$ cat config.mk
export PLATFORM = sky130hd
export DESIGN_NAME = i2s_serial_mixer
export DESIGN_NICKNAME = d
export VERILOG_FILES = /design/src/rtl/i2s_mixer_pkg.sv /design/src/rtl/mix_bitslice.sv /design/src/rtl/i2s_serial_mixer.sv
export SDC_FILE = /design/constraint.sdc
export NUM_CORES = 1
export LEC_CHECK = 0
export CAP_MARGIN = 20
export CORE_ASPECT_RATIO = 0.7
export CORE_MARGIN = 2
export CORE_UTILIZATION = 45
export DETAILED_ROUTE_END_ITERATION = 7
export GPL_TIMING_DRIVEN = 0
export PLACE_DENSITY = 0.74
export SLEW_MARGIN = 25
export SYNTH_ARGS = -nofsm -noshare
export SYNTH_HDL_FRONTEND = slang
export SYNTH_SLANG_ARGS = --single-unit
$ cat constraint.sdc
create_clock -name sck -period 4.3 [get_ports sck]
set_input_delay 0.43 -clock sck [delete_from_list [all_inputs] [get_ports sck]]
set_output_delay 0.43 -clock sck [all_outputs]
set_load 0.01 [all_outputs]
$ cat src/rtl/i2s_mixer_pkg.sv
// Shared types and helpers for the bit-serial I2S channel mixer.
package i2s_mixer_pkg;

    typedef enum logic {
        IDLE  = 1'b0,
        ACCUM = 1'b1
    } mix_state_e;

    localparam int MAX_NCH = 8;

    // Carry width needed so the running carry (at most nch-1) never overflows.
    function automatic int mix_cw(input int nch);
        return $clog2(nch);
    endfunction

    function automatic logic [3:0] popcount(input logic [MAX_NCH-1:0] v);
        logic [3:0] n;
        n = '0;
        for (int i = 0; i < MAX_NCH; i++) begin
            n = n + 4'(v[i]);
        end
        return n;
    endfunction

endpackage

$ cat src/rtl/mix_bitslice.sv
// One bit position of the serial mixer: counts the enabled set bits and adds
// the carry from the previous bit position.
module mix_bitslice
    import i2s_mixer_pkg::*;
#(
    parameter  int NCH = 2,
    localparam int CW  = mix_cw(NCH)
) (
    input  logic [NCH-1:0] sd_in,
    input  logic [NCH-1:0] en,
    input  logic [CW-1:0]  carry,
    output logic           sum_bit,
    output logic [CW-1:0]  carry_nx
);

    logic [MAX_NCH-1:0] active;
    logic [3:0]         cnt;
    logic [CW:0]        s;

    always_comb begin
        active            = '0;
        active[NCH-1:0]   = sd_in & en;
        cnt               = popcount(active);
        s                 = (CW+1)'(cnt) + (CW+1)'(carry);
        sum_bit           = s[0];
        carry_nx          = s[CW:1];
    end

endmodule

$ cat src/rtl/i2s_serial_mixer.sv
// Bit-serial N-channel I2S mixer with parallel sum and one-frame-late serial replay.
// Define I2S_MIXER_SAT_EN to saturate the replayed word on overflow.
module i2s_serial_mixer
    import i2s_mixer_pkg::*;
#(
    parameter  int WIDTH = 24,
    parameter  int NCH   = 2,
    localparam int CW    = mix_cw(NCH)
) (
    input  logic                sck,
    input  logic                reset_n,
    input  logic                ws,
    input  logic [NCH-1:0]      sd_in,
    input  logic [NCH-1:0]      ch_en,
    output logic                sd_out,
    output logic [WIDTH+CW-1:0] sum,
    output logic                sum_valid,
    output logic                ovf,
    output logic                frame_err,
    output logic                busy
);

    localparam int BW = $clog2(WIDTH);
`ifdef I2S_MIXER_SAT_EN
    localparam bit SAT_EN = 1'b1;
`else
    localparam bit SAT_EN = 1'b0;
`endif

    mix_state_e          state, state_nx;
    logic                ws_d, ws_edge;
    logic                last_bit, frame_start, frame_done, trunc;
    logic [BW-1:0]       bitcnt;
    logic [CW-1:0]       carry, carry_nx;
    logic                sum_bit;
    logic [WIDTH-2:0]    acc;
    logic [WIDTH-1:0]    out_sr;
    logic [NCH-1:0]      en_q;
    logic [WIDTH+CW-1:0] new_sum;
    logic                new_ovf;
    logic [WIDTH-1:0]    last_word, next_word;

    function automatic logic [WIDTH-1:0] out_word(input logic [WIDTH-1:0] w, input logic o);
        return (SAT_EN && o) ? {WIDTH{1'b1}} : w;
    endfunction

    mix_bitslice #(.NCH(NCH)) u_slice (
        .sd_in    (sd_in),
        .en       (en_q),
        .carry    (carry),
        .sum_bit  (sum_bit),
        .carry_nx (carry_nx)
    );

    assign ws_edge   = ws ^ ws_d;
    assign last_bit  = (bitcnt == BW'(WIDTH - 1));
    assign new_sum   = {carry_nx, sum_bit, acc[WIDTH-2:0]};
    assign new_ovf   = |new_sum[WIDTH+CW-1:WIDTH];
    assign last_word = out_word(sum[WIDTH-1:0], ovf);
    assign next_word = out_word(new_sum[WIDTH-1:0], new_ovf);
    assign sd_out    = out_sr[0];
    assign busy      = (state == ACCUM);

    always_ff @(negedge sck or negedge reset_n) begin
        if (!reset_n) begin
            state <= IDLE;
        end else begin
            state <= state_nx;
        end
    end

    // A ws edge on the last bit both completes the frame and opens the next one.
    always_comb begin
        state_nx    = state;
        frame_start = 1'b0;
        frame_done  = 1'b0;
        trunc       = 1'b0;
        unique case (state)
            IDLE: begin
                if (ws_edge) begin
                    state_nx    = ACCUM;
                    frame_start = 1'b1;
                end
            end
            ACCUM: begin
                if (last_bit) begin
                    frame_done = 1'b1;
                    if (ws_edge) begin
                        frame_start = 1'b1;
                    end else begin
                        state_nx = IDLE;
                    end
                end else if (ws_edge) begin
                    trunc       = 1'b1;
                    frame_start = 1'b1;
                end
            end
            default: state_nx = IDLE;
        endcase
    end

    always_ff @(negedge sck or negedge reset_n) begin
        if (!reset_n) begin
            ws_d      <= 1'b0;
            bitcnt    <= '0;
            carry     <= '0;
            acc       <= '0;
            out_sr    <= '0;
            en_q      <= '0;
            sum       <= '0;
            ovf       <= 1'b0;
            sum_valid <= 1'b0;
            frame_err <= 1'b0;
        end else begin
            ws_d      <= ws;
            sum_valid <= frame_done;
            frame_err <= trunc;
            if (frame_done) begin
                sum <= new_sum;
                ovf <= new_ovf;
            end
            if (frame_start) begin
                bitcnt <= '0;
                carry  <= '0;
                en_q   <= ch_en;
                out_sr <= frame_done ? next_word : last_word;
            end else if (state == ACCUM) begin
                out_sr <= out_sr >> 1;
                if (frame_done) begin
                    bitcnt <= '0;
                    carry  <= '0;
                end else begin
                    acc[bitcnt] <= sum_bit;
                    carry       <= carry_nx;
                    bitcnt      <= bitcnt + 1'b1;
                end
            end
        end
    end

endmodule

==> metrics.csv <==
metric;value;unit
ir_drop;0.000208;V
grt_pass1_wl;15.4;mm
place_hpwl;6.25;mm
synth_compound_area_share;12.2;%
ys_ff_latch;84;
placed_cells;500;
gp_congestion;0.808;
synthesis.nets;370;
synth_top_family_by_area;simple AND/OR/NAND/NOR gates;
synth.area.mux_share;7.27;%
leakage;2.10;nW
switching_share;24.9;%
end_kind;register;
cts.sink_count;84;
synth_area;3870;um^2
criticalPathCategory;in2reg;
antenna_found_initial;0;
cts_tree;yes;
p_switching;0.463;mW
synthCells;358;
slew_violations;0;
slowest_delay;0.60;ns
num_rows;28;
path_clk_slew;0.05;ns
drc;0;
crit_buf_inv;2;
grt_util_all_layers;21.5;%
postCtsSetupBuffers;0;
grt_max_degree;50;
hold_viol;0;
ys_seq_area_share;54.3;%
worst_ep_arrival_time;2.24;ns
dieArea;9380;um^2
die_h;81.6;um
post_cts.resized_instances;0;
synth_cell_types;37;
async_flop_share;100;%
portBuffers;36;
cp-start-kind;primary input;
synth-xor-area-share;1.07;%
fin_skew;0.00403;ns
via_count;2961;
place_area;4380;um^2
setup_viol;0;
initial_core_util;46.1;%
maxSlewHeadroom;57.3;%
synthSimpleGateAreaFrac;18.7;%
drt-pass1-iter-count;4;
fin_area;4650;um^2
finalNetCount;418;
cts-root-buf;clkbuf_16;
internal_power;1.39;mW
htreeDepth;3;
syn_avg_cell_area;10.8;um^2
cap_violations;0;
synth_adder_area_share;1.81;%
drive_above_1_share;14.1;%
power_frac_seq;49.3;%
wire_per_inst;17.6;um
yosys_warnings;0;
fp.coreArea;8410;um^2
viasPerCell;5.75;
hold_class;reg2reg;
antenna_cells;0;
power_density;399;nW/um^2
clk-insertion-delay-late;0.34;ns
cts_hold_buf;0;
instances_no_fill;515;
area_growth;20.1;%
combPwrFrac;12.4;%
worstPathCellList;clkdlybuf4s50_1, and2_1, fa_1, clkbuf_1, mux2_1;
crit_slowest_cell;fa_1;
grt_overflow_total;0;
critical-path-top-delay-family;buffers and inverters;
cts_buffer_depth;2;
ant_nets;0;
synthFlopType;dfrtn_1;
status;complete, no violations;
path_max_fanout;10;
tightestPinTransition;0.640;ns
synth_edf_count;0;
cts_inserted_buffers;9;
routed_wl;9.08;mm
required;2.34;ns
io_pins;37;
fp.dieW;115;um
drt_iter0_markers;223;
fillers;758;
clock_power_share;38.4;%
grt_pass1_vias;2999;
grt_setup_unrepaired;no;
power groups by stage:
stage | sequential [mW] | combinational, mW | clock, mW
global placement | 0.923 | 0.219 | 0
floorplan | 0.915 | 0.154 | 0
global route | 0.923 | 0.255 | 0.763
detailed placement | 0.927 | 0.231 | 0
finish | 0.915 | 0.230 | 0.713
CTS | 0.915 | 0.232 | 0.729
cell families after synthesis:
group,count (synthesis)
AND/OR/NAND/NOR,131
XOR/XNOR,3
adder cells (fa/ha/maj),5
flip-flops,84
multiplexers,25
buffers and inverters,34
AO/OA/AOI/OAI,76
final cells by class:
cell class                      count  area, um^2  share of cell area, %
Buffer                             32         173                   3.71
Clock inverter                      2        10.0                  0.215
Sequential cell                    84        2100                   45.2
Inverter                            2        7.51                  0.161
Multi-Input combinational cell    240        1590                   34.2
Clock buffer                       13         260                   5.59
Tap cell                          105         131                   2.82
Timing Repair Buffer               37         378                   8.12
stage by stage:
| step | total power [mW] | setup TNS, ns | utilization, % | setup slack [ns] | hold slack [ns] |
|---|---|---|---|---|---|
| global placement | 1.14 | -186.00 | 51.9 | -2.18 | 0.410 |
| CTS | 1.88 | 0 | 55.3 | 0.104 | 0.420 |
| global route | 1.94 | 0 | 55.3 | 0.0340 | 0.453 |
| detailed placement | 1.16 | -4.00 | 52.1 | -0.260 | 0.421 |
| finish | 1.86 | 0 | 55.3 | 0.0999 | 0.412 |
| floorplan | 1.07 | 0 | - | 0.414 | 0.391 |
layer usage:
layer,vias to the layer above,track usage (%),routed length [um]
met5,-,0,0
met4,0,6.14,115
met1,1497,31.0,4600
met3,10,4.72,331
li1,1385,-,-
met2,69,32.8,4040
synth_stat cells, types with 4 or more instances:
| library cell | n | area (um^2) |
|---|---|---|
| dfrtn_1 | 84 | 2100 |
| nand3_1 | 43 | 215 |
| nand2_1 | 35 | 131 |
| nor2b_1 | 24 | 150 |
| a211oi_1 | 23 | 173 |
| a31oi_1 | 23 | 144 |
| o21ai_0 | 22 | 110 |
| mux2_2 | 16 | 180 |
| buf_2 | 11 | 55.1 |
| clkbuf_1 | 10 | 37.5 |
| mux2_1 | 9 | 101 |
| buf_4 | 8 | 60.1 |
| a21oi_1 | 5 | 25.0 |
| nand4_1 | 5 | 31.3 |
| ha_1 | 4 | 50.1 |
| nand2b_1 | 4 | 25.0 |
| nor2_1 | 4 | 15.0 |
worst register-to-register path: cells and delay by family, from the launching register on:
family          cells  cell delay, ns
compound gates      2            0.45
flops               1            0.48
buf+inv             2            0.57
fa+ha+maj           1            0.16
simple gates        1            0.30
flip-flops by register name, indices dropped and copies added (netlist names):
register   flops
sum           25
en_q           2
out_sr        24
busy           1
ws_d           1
acc           23
bitcnt         5
sum_valid      1
carry          1
frame_err      1
worst paths after layout:
check                                      start                endpoint  slack [ns]  depth (start not counted)
min reg2reg                  en_q[1]$_DFFE_NN0N_     en_q[1]$_DFFE_NN0N_        0.41                          2
min in group asynchronous                reset_n     sum[11]$_DFFE_NN0P_        2.15                          1
max                                     sd_in[1]     acc[19]$_DFFE_NN0P_         0.1                          5
max reg2reg                bitcnt[1]$_DFFE_NN0P_  out_sr[20]$_DFFE_NN0P_        2.17                          6
min                          en_q[1]$_DFFE_NN0N_     en_q[1]$_DFFE_NN0N_        0.41                          2
max in group asynchronous                reset_n      acc[2]$_DFFE_NN0P_        1.49                          2
cells in the final DEF, fill, tap and decap left out, drive strengths merged, types with 23 or more instances in the layout:
cell / netlist / routed
nand3: 43 / 43
buf: 21 / 23
a31oi: 23 / 23
clkdlybuf4s50: 0 / 35
nor2b: 24 / 24
a211oi: 23 / 23
clkbuf: 11 / 24
nand2: 35 / 35
mux2: 25 / 25
o21ai: 23 / 23
dfrtn: 84 / 84
(Power assumes the default switching activity.)
